[src/rtl/spi_master.sv]
// SPI-style command master: sends an 11-bit command frame MSB first and,
// for the read command, waits a turnaround gap and then shifts in one byte
// from MISO. Every output is a flop, updated in the same block as the state.
//
// Handshake: start is a request-only strobe and is looked at only in IDLE.
// While busy=1 both start and tx_frame are ignored. A transfer always ends
// with exactly one done pulse, shown in the END cycle. rd_valid pulses in
// that same cycle only when all 8 read bits were captured.
module spi_master #(
  parameter int       TURNAROUND = 2,
  parameter logic [2:0] RD_CMD   = 3'b111
) (
  input  logic        clk,
  input  logic        rst_n,
  input  logic        start,
  input  logic        abort,
  input  logic [10:0] tx_frame,
  output logic        busy,
  output logic        done,
  output logic [7:0]  rd_data,
  output logic        rd_valid,
  output logic        SS_n,
  output logic        MOSI,
  input  logic        MISO,
  output logic [2:0]  state_dbg
);

  typedef enum logic [2:0] {
    IDLE  = 3'd0,
    LEAD  = 3'd1,
    SHIFT = 3'd2,
    WAIT  = 3'd3,
    RECV  = 3'd4,
    END   = 3'd5
  } state_t;

  // Last value of the wait counter before moving on to RECV.
  localparam logic [3:0] WAIT_LAST = (TURNAROUND == 0) ? 4'd0 : 4'(TURNAROUND - 1);

  state_t      state;
  logic [10:0] sh;
  logic        is_rd;
  logic [3:0]  bit_cnt;
  logic [3:0]  wait_cnt;

  assign state_dbg = state;

  // Transfer sequencer with registered outputs. The shift register sends
  // the frame out of bit 10 and is then reused to collect the MISO bits.
  always_ff @(posedge clk or negedge rst_n) begin
    if (!rst_n) begin
      state    <= IDLE;
      sh       <= '0;
      is_rd    <= 1'b0;
      bit_cnt  <= '0;
      wait_cnt <= '0;
      busy     <= 1'b0;
      done     <= 1'b0;
      rd_valid <= 1'b0;
      rd_data  <= 8'h00;
      SS_n     <= 1'b1;
      MOSI     <= 1'b0;
    end else begin
      done     <= 1'b0;
      rd_valid <= 1'b0;
      if (abort && (state == LEAD || state == SHIFT || state == WAIT || state == RECV)) begin
        // Cancel: close the frame, keep rd_data, no rd_valid.
        state    <= END;
        SS_n     <= 1'b1;
        MOSI     <= 1'b0;
        done     <= 1'b1;
        bit_cnt  <= '0;
        wait_cnt <= '0;
      end else begin
        case (state)
          IDLE: begin
            if (start) begin
              sh    <= tx_frame;
              is_rd <= (tx_frame[10:8] == RD_CMD);
              state <= LEAD;
              busy  <= 1'b1;
              SS_n  <= 1'b0;
              MOSI  <= 1'b0;
            end
          end
          LEAD: begin
            state   <= SHIFT;
            MOSI    <= sh[10];
            sh      <= {sh[9:0], 1'b0};
            bit_cnt <= '0;
          end
          SHIFT: begin
            if (bit_cnt == 4'd10) begin
              bit_cnt <= '0;
              MOSI    <= 1'b0;
              if (!is_rd) begin
                state <= END;
                SS_n  <= 1'b1;
                done  <= 1'b1;
              end else if (TURNAROUND == 0) begin
                state <= RECV;
              end else begin
                state <= WAIT;
              end
            end else begin
              bit_cnt <= bit_cnt + 4'd1;
              MOSI    <= sh[10];
              sh      <= {sh[9:0], 1'b0};
            end
          end
          WAIT: begin
            if (wait_cnt == WAIT_LAST) begin
              wait_cnt <= '0;
              state    <= RECV;
            end else begin
              wait_cnt <= wait_cnt + 4'd1;
            end
          end
          RECV: begin
            sh <= {sh[9:0], MISO};
            if (bit_cnt == 4'd7) begin
              bit_cnt  <= '0;
              rd_data  <= {sh[6:0], MISO};
              rd_valid <= 1'b1;
              done     <= 1'b1;
              SS_n     <= 1'b1;
              state    <= END;
            end else begin
              bit_cnt <= bit_cnt + 4'd1;
            end
          end
          END: begin
            state <= IDLE;
            busy  <= 1'b0;
            SS_n  <= 1'b1;
            MOSI  <= 1'b0;
          end
          default: begin
            state <= IDLE;
            busy  <= 1'b0;
            SS_n  <= 1'b1;
            MOSI  <= 1'b0;
          end
        endcase
      end
    end
  end

endmodule

[config.mk]
export PLATFORM = sky130hd
export DESIGN_NAME = spi_master
export DESIGN_NICKNAME = d
export VERILOG_FILES = /design/src/rtl/spi_master.sv
export SDC_FILE = /design/constraint.sdc
export NUM_CORES = 1
export LEC_CHECK = 0
export BUFFER_PORTS_ARGS = -buffer_cell sky130_fd_sc_hd__buf_2
export CAP_MARGIN = 10
export CORE_ASPECT_RATIO = 2
export CORE_MARGIN = 3
export CORE_UTILIZATION = 25
export CTS_CLUSTER_DIAMETER = 60
export CTS_CLUSTER_SIZE = 14
export DETAILED_ROUTE_END_ITERATION = 8
export SETUP_SLACK_MARGIN = 0.2
export SLEW_MARGIN = 25
export SYNTH_ARGS = -nofsm -noshare
export SYNTH_HDL_FRONTEND = slang
export SYNTH_SLANG_ARGS = --single-unit
[constraint.sdc]
create_clock -name clk -period 1.67 [get_ports clk]
set_input_delay 0.2505 -clock clk [delete_from_list [all_inputs] [get_ports clk]]
set_output_delay 0.2505 -clock clk [all_outputs]
set_load 0.05 [all_outputs]
==> impl_metrics.env <==
export IMPL_status="complete, but fails checks"
export IMPL_violated_checks="setup timing"
export IMPL_tritoncts="built"
export IMPL_syn_mean_instance_area_um2=11.1
export IMPL_initial_core_util_pct=26.0
export IMPL_critical_path_max_fanout=11
export IMPL_layout_cells_most_common_list="32 x dfrtp_1, 31 x buf_4, 29 x buf_2"
export IMPL_worst_slew_margin_rel_pct=62.5
export IMPL_clock_fmax_mhz=571
export IMPL_tightest_slew_ns=0.557
export IMPL_finalMaxSlewViolations=0
export IMPL_synth_sequential_area_ratio_pct=47.3
export IMPL_final_layout_size_suffix_gt1_share_pct=56.8
export IMPL_critical_path_arrival_ns=1.92
export IMPL_htree_num_levels=2
export IMPL_die_h_um=130
export IMPL_post_route_period_util_pct=105
export IMPL_drt_wl_total_um=5230
export IMPL_drv_max_cap_violation_count=0
export IMPL_grt_use_total_pct=12.8
export IMPL_chain_of_cells_forming_the_critical_path="inv_1 > ha_1 > nand3b_1 > a311oi_2 > o22ai_2 > buf_6 > mux2_4"
export IMPL_critical_path_n_buffers_inverters=2
export IMPL_routed_wire_length_per_instance_um=15.3
export IMPL_synth_enable_flop_cells=0
export IMPL_slowest_delay_ns=0.37
export IMPL_cellPowerDensity_nw_per_um2=1900
export IMPL_final_common_cell="dfrtp_1"
export IMPL_finalHoldViolations=0
export IMPL_tritoncts_num_buffers=5
export IMPL_synth_ff_latch_count=36
export IMPL_grt_overflow=0
export IMPL_min_path_type="input pin to flop"
export IMPL_tritoncts_num_sinks=36
export IMPL_synth_async_sr_flop_share_pct=100
export IMPL_internal_power_w=0.00353
export IMPL_yosys_cell_types_count=43
export IMPL_crit_required_ns=1.84
export IMPL_worstSetupPathType="flop to flop"
export IMPL_grt_start_max_net_pins=17
export IMPL_seq_power_share_pct=24.4
export IMPL_timing_critical_path_max_delay_family="compound AO/OA/AOI/OAI gates"
export IMPL_ioPinCount=32
export IMPL_floorplan_die_width_um=67.8
export IMPL_number_of_antenna_violations_at_the_first_check_in_global_routing=0
export IMPL_share_clk_of_total_power_pct=19.9
export IMPL_vdd_ir_max_v=0.00113
export IMPL_amount_of_wire_on_met3_after_detailed_routing_um=172
export IMPL_wl_met1_um=1870
export IMPL_detailedRoute_firstPassIterationCount=4
export IMPL_placement_rows=44
export IMPL_power_static_leakage_nw=1.36
export IMPL_final_antenna_net_count=0
export IMPL_wire_length_of_the_first_global_routing_pass_um=8340
export IMPL_clock_skew_final_ns=0.00270
export IMPL_nets=269
export IMPL_critPathLaunchType="flop"
export IMPL_first_global_vias=1745
export IMPL_switching_part_of_the_total_power_pct=36.1
export IMPL_comb_power_share_pct=55.7
export IMPL_die_area_um2=8770
export IMPL_hpwl_um=3690
export IMPL_crit_path_top_delay_cell="dfrtp_1"
export IMPL_design_core_area_um2=7320
export IMPL_synth_net_count=192
export IMPL_drc=0
export IMPL_antenna_diode_count=0
export IMPL_worst_setup_hold_path_clk_slew_ns=0.06
export IMPL_ctsRootBufferMaster="clkbuf_16"
export IMPL_setup_worst_path_end_class="flop"
export IMPL_drt_iter0_markers=25
export IMPL_setup_ws_ns=-0.0806
export IMPL_route_top_layer_used="met4"
export IMPL_timing_final_setup_violations=25
export IMPL_met2WireLength_um=3010
export IMPL_port_buffers=31
export IMPL_detail_route_vias_per_cell=4.85
export IMPL_min_period_ns=1.75
export IMPL_mappedNetlistArea_um2=1910
export IMPL_synth_ff_type="dfrtp_1"
export IMPL_cell_count_after_synthesis=172
export IMPL_synth_yosys_warnings=0
export IMPL_grt_setup_unrepaired="yes"
export IMPL_via_count=1658
export IMPL_finalPower_w=0.00553
export IMPL_clk_path_buf_depth=2
export IMPL_worstSkewPairLatency_ns=0.29
export IMPL_gp_congestion=0.861
export IMPL_area_growth_pct=53.0
export IMPL_place_worst_setup_slack_ns=-0.125
export IMPL_switching_power_w=0.00199
-- what timing repair did --
action                                  CTS  global route
pin swaps                                 5             7
hold buffers                              1             0
resized for setup                        23            21
endpoints found under the hold margin    12             0
gates cloned                              1             1
setup buffers                             8             8
endpoints found under the setup margin   30            34
-- power groups by stage --
| stage | combinational (W) | sequential, W | clock, W |
|---|---|---|---|
| 6_report | 0.00308 | 0.00135 | 0.00110 |
| 5_1_grt | 0.00329 | 0.00138 | 0.00114 |
| 4_1_cts | 0.00277 | 0.00135 | 0.00111 |
| 3_5_place_dp | 0.00236 | 0.00135 | 0 |
| 3_3_place_gp | 0.00233 | 0.00134 | 0 |
| 2_1_floorplan | 0.00151 | 0.00154 | 0 |
-- per-stage QoR --
step	TNS (ns)	hold slack, ns	cells	utilization, %	area (um2)
after floorplan	-3.52	-0.0451	172	-	1980
after global placement	-0.956	0.161	315	32.8	2400
after detailed placement	-1.49	0.157	315	32.8	2400
after CTS	-1.29	0.216	333	37.8	2770
after global routing	-3.20	0.233	342	39.8	2920
final	-1.05	0.216	342	39.8	2920
-- flip-flops by register name, indices dropped and copies added, names as in the netlist --
name       flops
SS_n           1
rd_data        8
rd_valid       1
sh            11
bit_cnt        4
wait_cnt       4
busy           1
state_dbg      3
done           1
MOSI           1
is_rd          1
-- per-layer routing --
layer / vias to the layer above / track usage, %
li1: 784 / -
met1: 822 / 13.2
met2: 38 / 22.7
met3: 14 / 2.69
met4: 0 / 7.42
met5: - / 0
-- worst paths after layout --
kind	startpoint	end	slack [ns]	cells after the start
max	bit_cnt[0]$_DFFE_PN0P_	sh[9]$_DFFE_PN0P_	-0.08	7
min	abort	state_dbg[1]$_DFFE_PN0P_	0.22	2
max reg2reg	bit_cnt[0]$_DFFE_PN0P_	sh[9]$_DFFE_PN0P_	-0.08	7
min reg2reg	rd_data[7]$_DFFE_PN0P_	rd_data[7]$_DFFE_PN0P_	0.51	1
max in group asynchronous	rst_n	SS_n$_DFFE_PN1P_	0.72	3
min in group asynchronous	rst_n	rd_data[7]$_DFFE_PN0P_	0.38	2
-- worst reg2reg max path, stage by stage (launching register included) --
cell,delay [ns]
dfrtp_1,0.37
inv_1,0.06
ha_1,0.16
nand3b_1,0.12
a311oi_2,0.32
o22ai_2,0.12
buf_6,0.17
mux2_4,0.31
-- layout make-up --
| cell class | instances | area (um2) |
|---|---|---|
| Clock buffer | 5 | 125 |
| Clock inverter | 3 | 46.3 |
| Fill cell | 700 | 4410 |
| Inverter | 11 | 41.3 |
| Multi-Input combinational cell | 118 | 1080 |
| Sequential cell | 36 | 906 |
| Tap cell | 92 | 115 |
| Timing Repair Buffer | 77 | 602 |
-- cells by family (layout without fill, tap and decap cells) --
group / after synthesis / count (layout) / share of synthesized area, %
buf+inv: 19 / 96 / 4.72
mux: 30 / 30 / 17.7
fa+ha+maj: 5 / 5 / 3.15
compound gates: 43 / 44 / 15.6
simple gates: 39 / 39 / 11.6
flops: 36 / 36 / 47.3
-- cell usage after synthesis (2+ instances only) --
cell | count | share of area (%)
mux2_1 | 4 | 2.4
a21oi_1 | 7 | 1.8
a31oi_1 | 3 | 0.98
nand3b_1 | 4 | 1.6
o21a_1 | 3 | 1.2
inv_1 | 11 | 2.2
a21o_1 | 2 | 0.79
nor4_1 | 2 | 0.66
nand2_1 | 10 | 2.0
a22o_1 | 2 | 0.92
ha_1 | 4 | 2.6
a211o_1 | 2 | 0.92
o22ai_1 | 2 | 0.66
clkbuf_1 | 3 | 0.59
o21ai_0 | 11 | 2.9
nand3_1 | 8 | 2.1
mux2_2 | 25 | 15
buf_6 | 2 | 1.2
nor2_1 | 5 | 0.98
a21boi_0 | 2 | 0.79
dfrtp_1 | 35 | 46
nor3_1 | 2 | 0.52
buf_2 | 3 | 0.79
Note: power is estimated with default switching activity, not from simulation.
